**src/rtl/fib_sched_pkg.sv**
```systemverilog
// Shared types and default sizing for the Fibonacci job scheduler.
// No logic: the scheduler FSM state encoding and parameter defaults only.
// Backpressure: n/a (declarations only).
package fib_sched_pkg;

  typedef enum logic [1:0] {
    IDLE  = 2'd0,
    ISSUE = 2'd1,
    WAIT  = 2'd2,
    RESP  = 2'd3
  } state_t;

  localparam int DEF_NREQ        = 4;
  localparam int DEF_DW          = 32;
  localparam int DEF_TIMEOUT_CYC = 4096;

endpackage

```
**src/rtl/fib_job_scheduler_rr_arbiter.sv**
```systemverilog
// Round-robin pick: first asserted request at or after ptr, wrapping past NREQ-1.
// Latency: purely combinational; the caller registers the result.
// Backpressure: none; requests not picked simply stay asserted at the source.
module rr_arbiter #(
  parameter int NREQ = 4,
  parameter int IDW  = 2
) (
  input  logic [NREQ-1:0] req,
  input  logic [IDW-1:0]  ptr,
  output logic [NREQ-1:0] gnt,
  output logic [IDW-1:0]  idx,
  output logic            any
);

  int pos;

  // Scan NREQ slots starting at ptr and keep only the first hit.
  always_comb begin
    gnt = '0;
    idx = '0;
    any = 1'b0;
    pos = 0;
    for (int k = 0; k < NREQ; k++) begin
      pos = int'(ptr) + k;
      if (pos >= NREQ) pos = pos - NREQ;
      if (!any && req[pos]) begin
        any      = 1'b1;
        idx      = IDW'(pos);
        gnt[pos] = 1'b1;
      end
    end
  end

endmodule

```
**src/rtl/fib_job_scheduler.sv**
```systemverilog
// Shares one Fibonacci engine among NREQ requesters with round-robin grant; optional watchdog via FIB_SCHED_TIMEOUT_EN.
// Latency: accept -> eng_start 1 cycle; eng_done -> rsp_valid 1 cycle; one job in flight at a time.
// Backpressure: rsp held stable until rsp_ready; no new request is accepted until the response is taken.
module fib_job_scheduler
  import fib_sched_pkg::*;
#(
  parameter int NREQ        = DEF_NREQ,
  parameter int DW          = DEF_DW,
  parameter int IDW         = (NREQ > 1) ? $clog2(NREQ) : 1,
  parameter int TIMEOUT_CYC = DEF_TIMEOUT_CYC
) (
  input  logic               clk,
  input  logic               reset_n,
  input  logic [NREQ-1:0]    req_valid,
  input  logic [NREQ*DW-1:0] req_arg,
  output logic [NREQ-1:0]    req_ready,
  output logic               rsp_valid,
  input  logic               rsp_ready,
  output logic [IDW-1:0]     rsp_id,
  output logic [DW-1:0]      rsp_data,
  output logic               rsp_err,
  output logic               eng_start,
  output logic [DW-1:0]      eng_arg,
  output logic               eng_abort,
  input  logic               eng_done,
  input  logic [DW-1:0]      eng_result,
  output logic               busy
);

  state_t          state;
  logic [IDW-1:0]  rr_ptr;
  logic [IDW-1:0]  next_ptr;
  logic [NREQ-1:0] arb_gnt;
  logic [IDW-1:0]  arb_idx;
  logic            arb_any;

  rr_arbiter #(
    .NREQ (NREQ),
    .IDW  (IDW)
  ) u_arb (
    .req (req_valid),
    .ptr (rr_ptr),
    .gnt (arb_gnt),
    .idx (arb_idx),
    .any (arb_any)
  );

  // rsp_id doubles as the in-flight job owner; the pointer moves just past it.
  assign next_ptr = (rsp_id == IDW'(NREQ - 1)) ? '0 : rsp_id + IDW'(1);

`ifdef FIB_SCHED_TIMEOUT_EN
  localparam int CW = $clog2(TIMEOUT_CYC) + 1;
  logic [CW-1:0] wait_cnt;
`endif

  // Job FSM: grant, issue, wait for engine, hold response; every output is a register.
  always_ff @(posedge clk or negedge reset_n) begin
    if (!reset_n) begin
      state     <= IDLE;
      rr_ptr    <= '0;
      req_ready <= '0;
      rsp_valid <= 1'b0;
      rsp_id    <= '0;
      rsp_data  <= '0;
      rsp_err   <= 1'b0;
      eng_start <= 1'b0;
      eng_abort <= 1'b0;
      eng_arg   <= '0;
      busy      <= 1'b0;
`ifdef FIB_SCHED_TIMEOUT_EN
      wait_cnt  <= '0;
`endif
    end else begin
      // Pulse outputs default low so each lasts exactly one cycle.
      req_ready <= '0;
      eng_start <= 1'b0;
      eng_abort <= 1'b0;
      case (state)
        IDLE: begin
          if (arb_any) begin
            req_ready <= arb_gnt;
            eng_arg   <= req_arg[int'(arb_idx)*DW +: DW];
            rsp_id    <= arb_idx;
            busy      <= 1'b1;
            state     <= ISSUE;
          end
        end
        ISSUE: begin
          eng_start <= 1'b1;
          state     <= WAIT;
`ifdef FIB_SCHED_TIMEOUT_EN
          wait_cnt  <= '0;
`endif
        end
        WAIT: begin
          // A completion in the same cycle as the watchdog limit still counts as success.
          if (eng_done) begin
            rsp_data  <= eng_result;
            rsp_err   <= 1'b0;
            rsp_valid <= 1'b1;
            state     <= RESP;
          end
`ifdef FIB_SCHED_TIMEOUT_EN
          // TIMEOUT_CYC wait cycles without done: abort lands TIMEOUT_CYC cycles after eng_start.
          else if (wait_cnt == CW'(TIMEOUT_CYC - 1)) begin
            eng_abort <= 1'b1;
            rsp_data  <= '0;
            rsp_err   <= 1'b1;
            rsp_valid <= 1'b1;
            state     <= RESP;
          end else begin
            wait_cnt  <= wait_cnt + CW'(1);
          end
`endif
        end
        RESP: begin
          if (rsp_ready) begin
            rsp_valid <= 1'b0;
            rr_ptr    <= next_ptr;
            busy      <= 1'b0;
            state     <= IDLE;
          end
        end
        default: state <= IDLE;
      endcase
    end
  end

endmodule
```
**config.mk**
```make
export PLATFORM = sky130hd
export DESIGN_NAME = fib_job_scheduler
export DESIGN_NICKNAME = d
export VERILOG_FILES = /design/src/rtl/fib_sched_pkg.sv /design/src/rtl/fib_job_scheduler_rr_arbiter.sv /design/src/rtl/fib_job_scheduler.sv
export SDC_FILE = /design/constraint.sdc
export NUM_CORES = 1
export LEC_CHECK = 0
export CORE_MARGIN = 5
export CORE_UTILIZATION = 36
export CTS_BUF_LIST = sky130_fd_sc_hd__clkbuf_4
export CTS_CLUSTER_DIAMETER = 100
export DETAILED_ROUTE_END_ITERATION = 10
export PLACE_DENSITY = 0.78
export SLEW_MARGIN = 20
export SYNTH_ARGS = -nofsm -noshare
export SYNTH_HDL_FRONTEND = slang
export SYNTH_SLANG_ARGS = --single-unit
```
**constraint.sdc**
```tcl
create_clock -name clk -period 2.9 [get_ports clk]
set_clock_uncertainty 0.05 [all_clocks]
set_input_delay 0.87 -clock clk [delete_from_list [all_inputs] [get_ports clk]]
set_output_delay 0.87 -clock clk [all_outputs]
set_load 0.01 [all_outputs]
```
; Word level (Yosys, flattened, before mapping)
; Cells that the tools add are included.
[word_totals]
word_cells = 108
regBits = 77
out_inout_bits = 75
[op_classes]
n_eq_ne = 7
add_sub_neg = 8
n_bitwise = 3
shift = 1
magnitude_cmp = 12
n_mux = 49
reduce_logical = 19
[op_table]
columns = operator, count
row1 = 32-bit by 1-bit greater-or-equal comparator with 1-bit output (second input constant), 4
row2 = 32-bit by 4-bit < comparator with 1-bit output (second input constant), 4
row3 = 32-bit two-way mux, 4
row4 = 128-bit by 8-bit indexed part select with 32-bit output, 1
row5 = 32-bit by 4-bit greater-or-equal comparator with 1-bit output (second input constant), 3
row6 = 32-bit by 4-bit subtractor with 32-bit output (second input constant), 3
row7 = 4-bit two-way mux, 6
row8 = 1-bit two-way mux, 20
row9 = 2-bit two-way mux, 8
row10 = 4-bit OR, 3
row11 = 3-bit AND reduction, 3
row12 = 1-bit binary-select mux with 2-bit select, 4
row13 = 1-bit demux with 2-bit select, 4
row14 = 2-bit case mux with 4 select lines, 1
row15 = 1-bit logical AND, 7
row16 = 2-bit by 2-bit adder with 3-bit output (second input constant), 2
row17 = 2-bit equality test (second input constant), 3
row18 = 2-bit inequality test (second input constant), 3
row19 = 2-bit AND reduction, 3
row20 = 1-bit case mux with 2 select lines, 2
row21 = 2-bit nonzero test, 2
row22 = 2-bit by 3-bit subtractor with 4-bit output (second input constant), 1
row23 = 2-bit by 1-bit adder with 3-bit output (second input constant), 1
row24 = 2-bit by 3-bit greater-or-equal comparator with 1-bit output (second input constant), 1
row25 = other kinds (4), 6

; Logic depth before layout (Yosys ltp)
; Gate-level depths: netlist of the first run.
[logic_depth]
ltp_word = 17
depth_mapped = 12

; Modules after synthesis
; Synthesis of the first run repeated with hierarchy kept, for this count alone.
[hier_totals]
cells_unflattened = 345
area_unflattened_um2 = 4381.7
[by_module_without_submodules]
columns = mod, area_per_inst_um2, n_inst, cells_each
row1 = fib_job_scheduler, 3921.3, 1, 297
row2 = rr_arbiter, 460.4, 1, 48

; Least setup slack after synthesis of the first run
; Ideal clock, no wire load.
[synth_path]
path_type = register to register
start = register rr_ptr[0]
end = register eng_arg[31]
setup_time_ns = 0.104
path_stages_with_launch = 10
slack_ns = -0.291
path_buffers = 1
synth_period_minus_slack_ns = 3.191
t_arrival_ns = 3.037
cell_sequence = dfrtp_1 > buf_6 > inv_1 > ha_1 > mux4_2 > or3_4 > o32ai_2 > nand2b_1 > or4_1 > o311ai_1
[synth_via]
elab_chain_cells = 16
[synth_rtl]
columns = element, line
row1 = "start, declared", fib_job_scheduler.sv:31  ; logic [IDW-1:0] rr_ptr;
row2 = "start signal, assigned", fib_job_scheduler.sv:119  ; rr_ptr <= next_ptr;
row3 = branches (longest 16 deep; another with 32-bit by 4-bit subtractor with 32-bit output), -
row4 = "end signal, assigned", fib_job_scheduler.sv:82  ; eng_arg <= req_arg[int'(arb_idx)*DW +: DW];
row5 = "end, declared", fib_job_scheduler.sv:23  ; output logic [DW-1:0] eng_arg,
; Parallel ways; which one is timed is not known. The select of a mux whose other input is x is not followed.
; A chain may end at the register's enable or synchronous reset.

; Worst setup path in the final report of the first run
[layout_path]
start = register rr_ptr[0]
end = register eng_arg[5]
; Same word-level chain as after synthesis.

==> results of run 1 <==
## sequential cells by signal, indices dropped and copies added (netlist names)
register	flops
eng_arg	32
rsp_data	32
req_ready	4
rr_ptr	2
rsp_id	2
state	2
busy	1
eng_start	1
rsp_valid	1
## routing by layer
metal / up-vias / part of all wire / track usage
li1: 1892 / - / -
met1: 1966 / 0.36 / 0.223
met2: 214 / 0.50 / 0.335
met3: 24 / 0.12 / 0.0955
met4: 0 / 0.024 / 0.0796
met5: - / 0 / 0
## final cells by class
cell class,count,share of cell area
antenna,1,0.000344
sequential,77,0.265
clock inverter,6,0.0120
timing repair buffer,276,0.381
inverter,9,0.00516
clock buffer,10,0.0103
tap,143,0.0246
multi-input combinational,253,0.302
## cells in the final DEF, fill, tap and decap left out, types with 2 or more instances in the layout
master | Yosys | final
bufinv_16 | 0 | 2
ha_1 | 11 | 10
nor3_1 | 4 | 4
a22o_1 | 2 | 2
buf_4 | 2 | 29
mux4_2 | 4 | 4
conb_1 | 1 | 2
or3_1 | 4 | 4
a22oi_1 | 4 | 4
o21ai_0 | 4 | 4
nand2b_1 | 3 | 2
clkdlybuf4s50_1 | 0 | 235
nor4_1 | 3 | 3
o21bai_1 | 2 | 2
o32ai_1 | 2 | 2
clkinvlp_4 | 0 | 4
nor2_1 | 12 | 11
buf_12 | 0 | 6
clkbuf_4 | 0 | 10
nand2_1 | 41 | 41
dfrtp_1 | 77 | 77
a221oi_1 | 4 | 4
mux2i_1 | 62 | 61
mux2_2 | 39 | 38
a21oi_1 | 6 | 6
inv_1 | 9 | 8
o221ai_1 | 31 | 30
dlygate4sd2_1 | 0 | 3
## worst paths after layout
kind / startpoint / to / slack [ns]
max in group asynchronous: reset_n / eng_arg[11] / 1.92
min in group clk: eng_arg[8] / eng_arg[8] / 0.45
min reg2reg: eng_arg[8] / eng_arg[8] / 0.45
max: rr_ptr[0] / eng_arg[5] / 0.04
max reg2reg: rr_ptr[0] / eng_arg[5] / 0.04
min: reset_n / rsp_data[24] / 0.29
## kinds of logic (layout without fill, tap and decap cells)
kind of cell / Yosys count / after routing / synth area share
mux: 105 / 105 / 0.273
compound gates: 63 / 63 / 0.120
other cells: 1 / 3 / 0.000890
buf+inv: 37 / 301 / 0.0404
flops: 77 / 77 / 0.457
fa+ha+maj: 11 / 11 / 0.0327
simple gates: 72 / 72 / 0.0760
## power groups by stage
stage	combinational [mW]	clock [mW]	sequential, mW
after global routing	5.30	0.813	1.97
after detailed placement	4.83	0	1.93
after CTS	4.84	0.772	1.91
after global placement	4.69	0	1.89
after floorplan	2.59	0	2.14
final	4.92	0.742	1.90
## what timing repair did
action / in CTS / in global routing
endpoints found under the setup margin: 3 / 25
gates resized for setup: 3 / 9
hold buffers: 0 / 0
pin swaps: 0 / 3
setup buffers: 0 / 3
==> metrics, run 1 <==
outcome=complete, no violations; Flop pwr share=0.251; clk sinks=77; CTS tree=done; routed len/inst=18.8 um; WP buf/inv=1; critical path cell sequence=clkinvlp_4 > ha_4 > mux4_2 > or3_4 > o32ai_4 > nand2b_4 > or4_4 > o311ai_2; Mapped Cells=366; clock root buffer=clkbuf_4; final setup fails=0; largest cells by area after synthesis=dfrtp_1 46%, mux2i_1 15%, mux2_2 10%; max-slew violation count=0; Worst EP arrival=3.15 ns; pre-CTS WS=-0.517 ns; RSZ-0062 raised after global routing=yes; Psw=2.86 mW; final HPWL from detailed placement=11,400 um; Pwr Total=7.56 mW; # fillers=925; share of layout cells above drive strength 1=0.173; Stages on worst setup path=8; remaining routing DRC violations=0; Post-Layout Inst Area=0.00727 mm2; FF+latch count, synth=77; placed insts=754; TritonRoute pass-1 iters=4; multi-input gate area in the final layout=0.00219 mm2; io pins=243; setup TNS=0 ns; clock latency on the worst-skew pair=0.42 ns; Vias=4,096; most frequent cell after synthesis=dfrtp_1; Hold WC Path Type=input pin to async pin; slowest CP cell=or4_4; Sw Share=0.379; Setup CP Type=register to register; clock network power share=0.098; worst reg2reg path depth=8; first-pass GRT wire length=22,900 um; Seq/Total Area, Yosys=0.457; Fin Hold WS=0.293 ns; Period minus WS final=2.86 ns; dpl cell area=0.00701 mm2; Async SR Flop Fraction=1.00; Layout Utilization=0.634; Cell Int Power=4.69 mW; total area of sequential cells=0.00193 mm2; Starting Density=0.368; Synth area leader=dfrtp_1; final cycle utilization of the critical path=0.986; DIE AREA=0.0140 mm2; via/cell ratio=5.29; leakage=3.18 nW; total CTS buffers=9; Cell variety after synth=37; Die Wd=118 um; vias in the first global route=4,361; post-route setup slack=0.0414 ns; Iter 0 DRT Violations=180; CP max stage delay=0.54 ns; synthesized area per cell=11.5 um2; max_cap viols=0; Routed Antenna Nets=0; dominant synthesized flop cell=dfrtp_1; Synth-to-Final Area Change=72.5%; initial antenna violation count=0; fmax=350 MHz; PwrDens=1040 mW/mm2; row count=39; Yosys top cell area share=0.457; count of final hold-check violations=0; cell family with most CP delay=simple AND/OR/NAND/NOR gates; crit start category=register; largest net degree at the start of global routing=78; grt ovf=0; GRT Resource Usage Total=0.201; worst-path fanout max=3; Worst EP required=3.19 ns; Finished Layout Cells=775; H-tree levels=3; Netlist Area Pre-Place=0.00422 mm2; Synthesis Warnings=0; combinational power share=0.651; gpl congestion=0.874; Die Ht=118 um; crit end category=register; clock buffer depth=2; Max VDD drop=628 uV; placeable core area=0.0115 mm2; EDFF count, synth=0; Port Buffers=240; Post-synth top cells=77 x dfrtp_1, 62 x mux2i_1, 41 x nand2_1, 39 x mux2_2, 31 x o221ai_1; clock-pin slew on the worst setup and hold paths=0.12 ns; Post-Route WL=14,500 um; Layout Nets=805
(Power assumes the default switching activity.)
==> run 2, diff against run 1 <==
--- a/config.mk
+++ b/config.mk
@@ -6,11 +6,12 @@
 export NUM_CORES = 1
 export LEC_CHECK = 0
 export CORE_MARGIN = 5
-export CORE_UTILIZATION = 36
+export CORE_UTILIZATION = 60
 export CTS_BUF_LIST = sky130_fd_sc_hd__clkbuf_4
 export CTS_CLUSTER_DIAMETER = 100
 export DETAILED_ROUTE_END_ITERATION = 10
-export PLACE_DENSITY = 0.78
+export DONT_BUFFER_PORTS = 1
+export PLACE_DENSITY = 0.77
 export SLEW_MARGIN = 20
 export SYNTH_ARGS = -nofsm -noshare
 export SYNTH_HDL_FRONTEND = slang
==> metrics, run 2 (same netlist as run 1, synthesis figures left out) <==
most common cell after layout, fill and taps aside=dfrtp_1; total CTS buffers=9 (unchanged); Routed Antenna Nets=0 (unchanged); CTS tree=done; initial antenna violation count=0 (unchanged); outcome=complete, no violations; PwrDens=1320 mW/mm2 (+27%); Antenna Cells=0 (-1); setup TNS=0 ns (unchanged); io pins=243 (unchanged); Synth-to-Final Area Change=9.35%; Layout Nets=550 (-32%); fmax=347 MHz (-0.82%); Vias=3,101 (-24%); GRT Resource Usage Total=0.248 (+0.0468); Setup CP Type=register to register; via/cell ratio=6.57 (+24%); max_cap viols=0 (unchanged); DIE AREA=0.00880 mm2 (-37%); first-pass GRT wire length=16,700 um (-27%); Iter 0 DRT Violations=93 (-48%); Die Wd=93.8 um (-21%); final HPWL from detailed placement=9020 um (-21%); Hold-fix buffers, CTS=0 (unchanged); Max VDD drop=611 uV (-2.7%); clock-pin slew on the worst setup and hold paths=0.14 ns (+0.02 ns); max-slew violation count=0 (unchanged); remaining routing DRC violations=0 (unchanged); grt ovf=0 (unchanged); leakage=2.14 nW (-33%); H-tree levels=3 (unchanged); post-route setup slack=0.0179 ns (-0.0235 ns); Hold WC Path Type=input pin to async pin; crit end category=register; count of final hold-check violations=0 (unchanged); largest net degree at the start of global routing=78 (unchanged); RSZ-0062 raised after global routing=yes; pre-CTS WS=-0.0352 ns (+0.482 ns); Die Ht=93.8 um (-21%); routed len/inst=24.5 um (+31%); clock buffer depth=2 (unchanged); share of layout cells above drive strength 1=0.234 (+0.0613); worst-path fanout max=4 (+1); crit start category=register; Worst EP arrival=3.13 ns (-0.02 ns); Starting Density=0.617 (+0.249); Post-Route WL=11,600 um (-20%); Fin Hold WS=0.0691 ns (-0.224 ns); final cycle utilization of the critical path=0.994 (+0.00811); Period minus WS final=2.88 ns (+0.0235 ns); clock latency on the worst-skew pair=0.41 ns (about the same); Layout Utilization=0.675 (+0.0407); clk sinks=77 (unchanged); gpl congestion=0.918 (+5.1%); row count=30 (-23%); placeable core area=0.00683 mm2 (-40%); final setup fails=0 (unchanged); TritonRoute pass-1 iters=4 (unchanged); Worst EP required=3.15 ns (-0.04 ns); largest registers=eng_arg (32), rsp_data (32), req_ready (4); Pwr Total=6.07 mW (-20%); vias in the first global route=3,174 (-27%); most frequent cells in the layout=77 x dfrtp_1, 62 x mux2i_1, 41 x nand2_1; Port Buffers=0 (-100%); clock root buffer=clkbuf_4
## run 2: path summary, 6_finish.rpt
check	start	end	slack, ns	depth (start not counted)
setup / recovery	rr_ptr[0]	eng_arg[31]	0.02	8
hold / removal	reset_n	rsp_data[1]	0.07	0
setup reg to reg	rr_ptr[0]	eng_arg[31]	0.02	8
hold reg to reg	eng_arg[8]	eng_arg[8]	0.53	2
max in group asynchronous	reset_n	eng_arg[31]	2.59	0
min in group clk	eng_arg[8]	eng_arg[8]	0.53	2
## run 2: critical path, cell delays in order, from the launching register on
cell and delay [ns]:
dfrtp_1 0.44, clkinvlp_4 0.14, ha_4 0.28, mux4_2 0.55, or3_4 0.43, o32ai_4 0.24, nand2b_1 0.15, or4_1 0.42
o311ai_1 0.08
## run 2: metal layers
| layer | track usage | wire, um |
|---|---|---|
| met3 | 0.0921 | 1290 |
| met1 | 0.277 | 4080 |
| met5 | 0 | 0 |
| met2 | 0.435 | 6010 |
| met4 | 0.0830 | 178 |
## run 2: final cells by class
type                            instances  area [um2]
Multi-Input combinational cell        253        2170
Fill cell                             532        2220
Sequential cell                        77        1930
Clock buffer                            9        67.6
Clock inverter                          7        80.1
Inverter                                9        37.5
Tap cell                               96         120
Timing Repair Buffer                   21         208
## run 2: metrics by stage
step / instance area (um2) / instances
5_1_grt: 4610 / 472
6_report: 4610 / 472
3_3_place_gp: 4440 / 455
4_1_cts: 4600 / 472
3_5_place_dp: 4440 / 455
2_1_floorplan: 4330 / 367
## run 2: power breakdown
group          total (mW)  leakage, nW  switching, mW  internal (mW)
clock               0.676       0.0792          0.400          0.276
combinational        3.12         1.12           1.55           1.57
sequential           2.28        0.939          0.665           1.61
total                6.07         2.14           2.62           3.46
## run 2: timing repair
| action | in CTS | in global routing |
|---|---|---|
| cloned | 0 | 0 |
| setup endpoints to repair | 2 | 20 |
| buffers inserted | 1 | 0 |
| resized for setup | 1 | 1 |
| pin swaps | 1 | 2 |
